**src/rtl/fetch_unit_if.sv**
```systemverilog
// Instruction-ROM request/acknowledge bus between the fetch stage and the ROM.
// The fetch stage is the master. It holds rom_req and rom_addr until rom_ack.
// rom_rdata is only meaningful in a cycle where rom_ack is high.
interface fetch_unit_if;
   logic        rom_req;
   logic [31:0] rom_addr;
   logic        rom_ack;
   logic [31:0] rom_rdata;

   modport master (output rom_req, output rom_addr, input rom_ack, input rom_rdata);
   modport slave  (input rom_req, input rom_addr, output rom_ack, output rom_rdata);
endinterface

```
**src/rtl/fetch_unit.sv**
```systemverilog
// Instruction-fetch stage: owns the PC and feeds the IF/ID register.
// A ROM request, once issued, is held until it is acknowledged.
// A redirect that arrives while a request is outstanding is parked in DRAIN.
// The stale word is then discarded and the PC is moved to the parked target.
// A stall on the ack cycle captures the word into HOLD, so the ROM is not re-read.
module fetch_unit #(
   parameter logic [31:0] RESET_PC = 32'h0000_0000
) (
   input  logic                clk,
   input  logic                rst,
   input  logic                StallF,
   input  logic                PCSrcD,
   input  logic [31:0]         PCBranchD,
   input  logic                JumpD,
   input  logic [31:0]         PCJumpD,
   fetch_unit_if.master        rom,
   output logic [31:0]         PCF,
   output logic [31:0]         PCPlus4F,
   output logic [31:0]         RD_ROM,
   output logic                CLR,
   output logic                FetchBusy
);

   typedef enum logic [1:0] {FETCH, DRAIN, HOLD} state_t;

   state_t      state_q, state_d;
   logic [31:0] pc_q, pc_d;
   logic [31:0] buf_q, buf_d;
   logic [31:0] pend_q, pend_d;

   logic        redirect;
   logic [31:0] tgt_raw, target;
   logic        req, clr, busy;
   logic [31:0] rd;

   // Decode-stage redirect is only honoured when fetch is not stalled.
   // Jump wins over branch.
   assign redirect = !StallF && (JumpD || PCSrcD);
   assign tgt_raw  = JumpD ? PCJumpD : PCBranchD;
   assign target   = tgt_raw & ~32'd3;

   // State, PC, hold buffer and parked target registers.
   always_ff @(posedge clk or posedge rst) begin
      if (rst) begin
         state_q <= FETCH;
         pc_q    <= RESET_PC;
         buf_q   <= '0;
         pend_q  <= '0;
      end else begin
         state_q <= state_d;
         pc_q    <= pc_d;
         buf_q   <= buf_d;
         pend_q  <= pend_d;
      end
   end

   // Next-state and IF/ID-facing outputs.
   // The default is a bubble, with fetch busy.
   always_comb begin
      state_d = state_q;
      pc_d    = pc_q;
      buf_d   = buf_q;
      pend_d  = pend_q;
      req     = 1'b0;
      rd      = '0;
      clr     = 1'b1;
      busy    = 1'b1;
      case (state_q)
         FETCH: begin
            req = 1'b1;
            if (rom.rom_ack) begin
               busy = 1'b0;
               if (redirect) begin
                  pc_d = target;
               end else if (StallF) begin
                  buf_d   = rom.rom_rdata;
                  rd      = rom.rom_rdata;
                  clr     = 1'b0;
                  state_d = HOLD;
               end else begin
                  rd   = rom.rom_rdata;
                  clr  = 1'b0;
                  pc_d = pc_q + 32'd4;
               end
            end else if (redirect) begin
               pend_d  = target;
               state_d = DRAIN;
            end
         end
         DRAIN: begin
            // Keep the old request alive. A newer redirect replaces the parked one.
            req = 1'b1;
            if (redirect) pend_d = target;
            if (rom.rom_ack) begin
               pc_d    = redirect ? target : pend_q;
               state_d = FETCH;
            end
         end
         HOLD: begin
            busy = 1'b0;
            rd   = buf_q;
            clr  = 1'b0;
            if (!StallF) begin
               state_d = FETCH;
               if (redirect) begin
                  pc_d = target;
                  rd   = '0;
                  clr  = 1'b1;
               end else begin
                  pc_d = pc_q + 32'd4;
               end
            end
         end
         default: state_d = FETCH;
      endcase
      // While reset is held, no request goes out and IF/ID sees a bubble.
      if (rst) begin
         req = 1'b0;
         rd  = '0;
         clr = 1'b1;
      end
   end

   assign rom.rom_req  = req;
   assign rom.rom_addr = pc_q;
   assign PCF          = pc_q;
   assign PCPlus4F     = pc_q + 32'd4;
   assign RD_ROM       = rd;
   assign CLR          = clr;
   assign FetchBusy    = busy;

endmodule

```
**src/flat_wrapper.sv**
```systemverilog
// flat-port wrapper written by rule: the top's interface ports become plain ports
module fetch_unit_flat 
#(
   parameter logic [31:0] RESET_PC = 32'h0000_0000
)
  (clk, rst, StallF, PCSrcD, PCBranchD, JumpD, PCJumpD, PCF, PCPlus4F, RD_ROM, CLR, FetchBusy, rom_rom_req, rom_rom_addr, rom_rom_ack, rom_rom_rdata);
  fetch_unit_if rom_i ();
  input  logic clk;
  input  logic rst;
  input  logic StallF;
  input  logic PCSrcD;
  input  logic [31:0] PCBranchD;
  input  logic JumpD;
  input  logic [31:0] PCJumpD;
  output logic [31:0] PCF;
  output logic [31:0] PCPlus4F;
  output logic [31:0] RD_ROM;
  output logic CLR;
  output logic FetchBusy;
  output wire logic [$bits(rom_i.rom_req)-1:0] rom_rom_req;
  output wire logic [$bits(rom_i.rom_addr)-1:0] rom_rom_addr;
  input wire logic [$bits(rom_i.rom_ack)-1:0] rom_rom_ack;
  input wire logic [$bits(rom_i.rom_rdata)-1:0] rom_rom_rdata;
  assign rom_rom_req = rom_i.rom_req;
  assign rom_rom_addr = rom_i.rom_addr;
  assign rom_i.rom_ack = rom_rom_ack;
  assign rom_i.rom_rdata = rom_rom_rdata;
  fetch_unit #(.RESET_PC(RESET_PC)) u_core (.clk(clk), .rst(rst), .StallF(StallF), .PCSrcD(PCSrcD), .PCBranchD(PCBranchD), .JumpD(JumpD), .PCJumpD(PCJumpD), .rom(rom_i), .PCF(PCF), .PCPlus4F(PCPlus4F), .RD_ROM(RD_ROM), .CLR(CLR), .FetchBusy(FetchBusy));
endmodule
```
**config.mk**
```make
export PLATFORM = sky130hd
export DESIGN_NAME = fetch_unit_flat
export DESIGN_NICKNAME = d
export VERILOG_FILES = /design/src/rtl/fetch_unit_if.sv /design/src/rtl/fetch_unit.sv /design/src/flat_wrapper.sv
export SDC_FILE = /design/constraint.sdc
export NUM_CORES = 1
export LEC_CHECK = 0
export CAP_MARGIN = 5
export CORE_MARGIN = 3
export CORE_UTILIZATION = 40
export DETAILED_ROUTE_END_ITERATION = 12
export PLACE_DENSITY = 0.86
export RECOVER_POWER = 100
export SETUP_SLACK_MARGIN = 0.1
export SLEW_MARGIN = 10
export SYNTH_ARGS = -nofsm -noshare
export SYNTH_HDL_FRONTEND = slang
export SYNTH_SLANG_ARGS = --single-unit
```
**constraint.sdc**
```tcl
create_clock -name clk -period 3 [get_ports clk]
set_input_delay 0.3 -clock clk [delete_from_list [all_inputs] [get_ports clk]]
set_output_delay 0.3 -clock clk [all_outputs]
set_load 0.01 [all_outputs]
```
==> results.sh, run 1 <==
export IMPL_required_ns=2.70
export IMPL_synth_async_reset_ratio=1.00
export IMPL_rows=44
export IMPL_finalSetupViolCount=0
export IMPL_cts_tree="built"
export IMPL_yosysWarnings=0
export IMPL_die_h_microns=129
export IMPL_coreArea_sq_um=14600
export IMPL_cts_hold_buf=0
export IMPL_worst_r2r_cell_count=5
export IMPL_timing_final_crit_share=0.944
export IMPL_area_growth_pct=45.0
export IMPL_p_leak_nw=3.61
export IMPL_holdCritStartpoint="u_core.buf_q[13]$_DFFE_PP0P_"
export IMPL_crit_slowest_cell="or4_4"
export IMPL_drv_slew=0
export IMPL_syn_num_nets=765
export IMPL_grt_start_max_net_pins=63
export IMPL_crit_fanout=4
export IMPL_r2r_setup_slack_ns=0.60
export IMPL_drc_errors=0
export IMPL_grt_overflow=0
export IMPL_num_vias=5824
export IMPL_grt_usage=0.216
export IMPL_avgViaCountPerCell=5.56
export IMPL_ys_ff_latch=98
export IMPL_worstSetupStartpointType="register"
export IMPL_clock_sinks=98
export IMPL_routedWlPerCell_microns=17.3
export IMPL_placed_area_sq_um=8330
export IMPL_max_clock_freq_mhz=353
export IMPL_tns_ns=0
export IMPL_synth_cell_types=62
export IMPL_grt_pass1_vias=5518
export IMPL_worstPathCellList="ha_2 > nand2_2 > or4_4 > nor3_4 > xor2_1 > clkdlybuf4s50_1"
export IMPL_ys_seq_area_frac=0.408
export IMPL_syn_area_sq_um=6010
export IMPL_antenna_left=0
export IMPL_syn_inst=662
export IMPL_tightest_slew_ns=1.34
export IMPL_initial_core_util=0.412
export IMPL_maxCapViolCount=0
export IMPL_worstPathArrival_ns=2.53
export IMPL_clkTransAtPathRegs_ns=0.07
export IMPL_routed_wl_microns=18200
export IMPL_finish_instance_area_sq_um=8710
export IMPL_outcome="completed"
export IMPL_cp_end_kind="primary output"
export IMPL_avgSynthCellArea_sq_um=9.08
export IMPL_r2r_end="u_core.buf_q[18]$_DFFE_PP0P_"
export IMPL_antenna_found_initial=0
export IMPL_worstReg2RegStart="u_core.state_q[0]$_DFFE_PP0P_"
export IMPL_drt_iter0_drc=367
export IMPL_peakVddDrop_v=0.000463
export IMPL_critPathMaxStageDelay_ns=0.55
export IMPL_gp_congestion=0.836
export IMPL_powerDensity_nw_per_um2=595
export IMPL_clk_path_buf_depth=2
export IMPL_h_tree_depth=3
export IMPL_hold_path_cell_count=1
export IMPL_skew_ns=0.00497
export IMPL_final_hold_viol_count=0
export IMPL_relSlewSlack=0.108
export IMPL_worst_hold_path_type="register to register"
export IMPL_cp_top_family="simple AND/OR/NAND/NOR gates"
export IMPL_ys_flop_type="dfrtp_1"
export IMPL_fillers=1247
export IMPL_cts_buffers=9
export IMPL_synth_edf_count=0
export IMPL_pin_count=233
export IMPL_rsz0062_at_grt="yes"
export IMPL_dieWidth_microns=129
export IMPL_hpwl_microns=13200
export IMPL_layout_min_cycle_time_ns=2.83
export IMPL_drive_gt1_frac=0.137
export IMPL_hold_slack_ns=0.509
export IMPL_grt_pass1_wl_microns=28600
export IMPL_first_pass_iters=5
export IMPL_design_die_area_sq_um=16500
export IMPL_diodes=0
export IMPL_worstSetupPathType="register to primary output"
export IMPL_portBuffers=228
export IMPL_path_buf_inv=1
export IMPL_whs_endpoint="u_core.buf_q[13]$_DFFE_PP0P_"
export IMPL_final_nets=962
export IMPL_worstSkewPairLatency_ns=0.34
export IMPL_cts_root_buf="clkbuf_16"
## report_power, final
part	switching [mW]	leakage (nW)	total (mW)	internal (mW)
logic	0.982	2.34	2.14	1.15
registers	0.318	1.14	1.97	1.65
clock network	0.492	0.127	1.08	0.586
## stage by stage
stage	util	power (mW)	setup slack, ns	instances
after floorplan	-	3.11	0.138	662
final	0.597	5.18	0.168	1048
after global placement	0.571	4.12	0.331	1016
after global routing	0.597	5.50	-0.00398	1048
after detailed placement	0.571	4.18	0.235	1016
after CTS	0.594	5.31	0.0741	1034
## worst register-to-register path: cells and delay by family (launching register included)
kind | cells | cell delay (ns)
DFF | 1 | 0.53
and+or+nand+nor | 2 | 0.46
muxes | 1 | 0.42
buffers and inverters | 2 | 0.87
## placed cells by master, fill, tap and decap left out, types with 25 or more instances in the layout
cell type	Yosys	routed
mux2_2	32	32
dfrtp_1	98	89
mux2i_1	31	31
a22oi_1	32	32
buf_4	34	31
nor2_1	97	97
a21oi_1	48	48
nand3_1	25	25
dlygate4sd3_1	0	77
clkdlybuf4s50_1	0	146
o21ai_0	31	34
## cell families after synthesis
logic type | count (synthesis) | synth area share
AO/OA/AOI/OAI | 175 | 0.187
XOR/XNOR | 28 | 0.0408
adder cells (fa/ha/maj) | 1 | 0.00208
buffers and inverters | 97 | 0.0843
flip-flops | 98 | 0.408
multiplexers | 64 | 0.113
AND/OR/NAND/NOR | 199 | 0.164
## area by class of cell
cell class	count	area (sq um)	share of cell area
Sequential cell	98	2460	0.283
Inverter	14	53.8	0.00617
Clock inverter	2	12.5	0.00144
Clock buffer	14	254	0.0291
Tap cell	184	230	0.0264
Multi-Input combinational cell	467	3120	0.358
Timing Repair Buffer	269	2580	0.296
## registers in the layout (all words and copies together) (netlist names)
signal and flops:
u_core.buf_q 32, u_core.state_q 2, u_core.pend_q 32, u_core.PCF 32
## synth_stat cells (all sizes together) (2+ instances only)
library cell	number	area (sq um)
dfrtp	98	2450
nor2	98	370
a21oi	48	240
buf	44	308
clkbuf	39	146
o21ai	37	189
mux2	33	372
a22oi	32	240
mux2i	31	310
nand3	26	143
nand2	23	88.8
nor3	19	116
xnor2	19	166
inv	14	52.6
a31oi	12	75.1
o22ai	9	56.3
o31a	9	78.8
xor2	9	78.8
nand4	6	43.8
and3	5	32.5
and4	4	35.0
nor2b	4	25.0
nor4	4	55.1
o22a	4	35.0
o2bb2ai	4	35.0
a2bb2oi	3	26.3
a221o	2	20.0
a311oi	2	17.5
a41oi	2	17.5
o31ai	2	15.0
or2	2	12.5
or3	2	12.5
or4	2	18.8
## metal layers
metal,global-route usage,up-vias,wire length (microns),part of all wire
met4,0.0686,0,320,0.018
met1,0.268,2805,7050,0.39
li1,-,2736,-,-
met2,0.351,259,8950,0.49
met3,0.0780,24,1850,0.10
met5,0,-,0,0
## worst max path at each step
stage / startpoint / end / slack [ns] / depth (start not counted)
2_1_floorplan: rst / u_core.PCF[0]$_DFFE_PP0P_ / 0.14 / 1
3_3_place_gp: u_core.PCF[4]$_DFFE_PP0P_ / PCPlus4F[26] / 0.33 / 5
3_5_place_dp: u_core.PCF[4]$_DFFE_PP0P_ / PCPlus4F[31] / 0.23 / 6
4_1_cts: u_core.PCF[3]$_DFFE_PP0P_ / PCPlus4F[31] / 0.07 / 7
5_1_grt: u_core.PCF[7]$_DFFE_PP0P_ / PCPlus4F[21] / -0.004 / 7
6_report: u_core.PCF[3]$_DFFE_PP0P_ / PCPlus4F[26] / 0.17 / 6
## what timing repair did
action	4_1_cts	5_1_grt
pin swaps	0	6
buffers inserted	2	14
resized for setup	14	11
setup endpoints to repair	6	19
No activity file was read; power rests on OpenSTA's default activity.
==> run 2: changes to the inputs <==
ABC_CLOCK_PERIOD_IN_PS = 3000   (was unset)
==> results of run 2 <==
Final layout, timing and power as in run 1 (identical DEF).
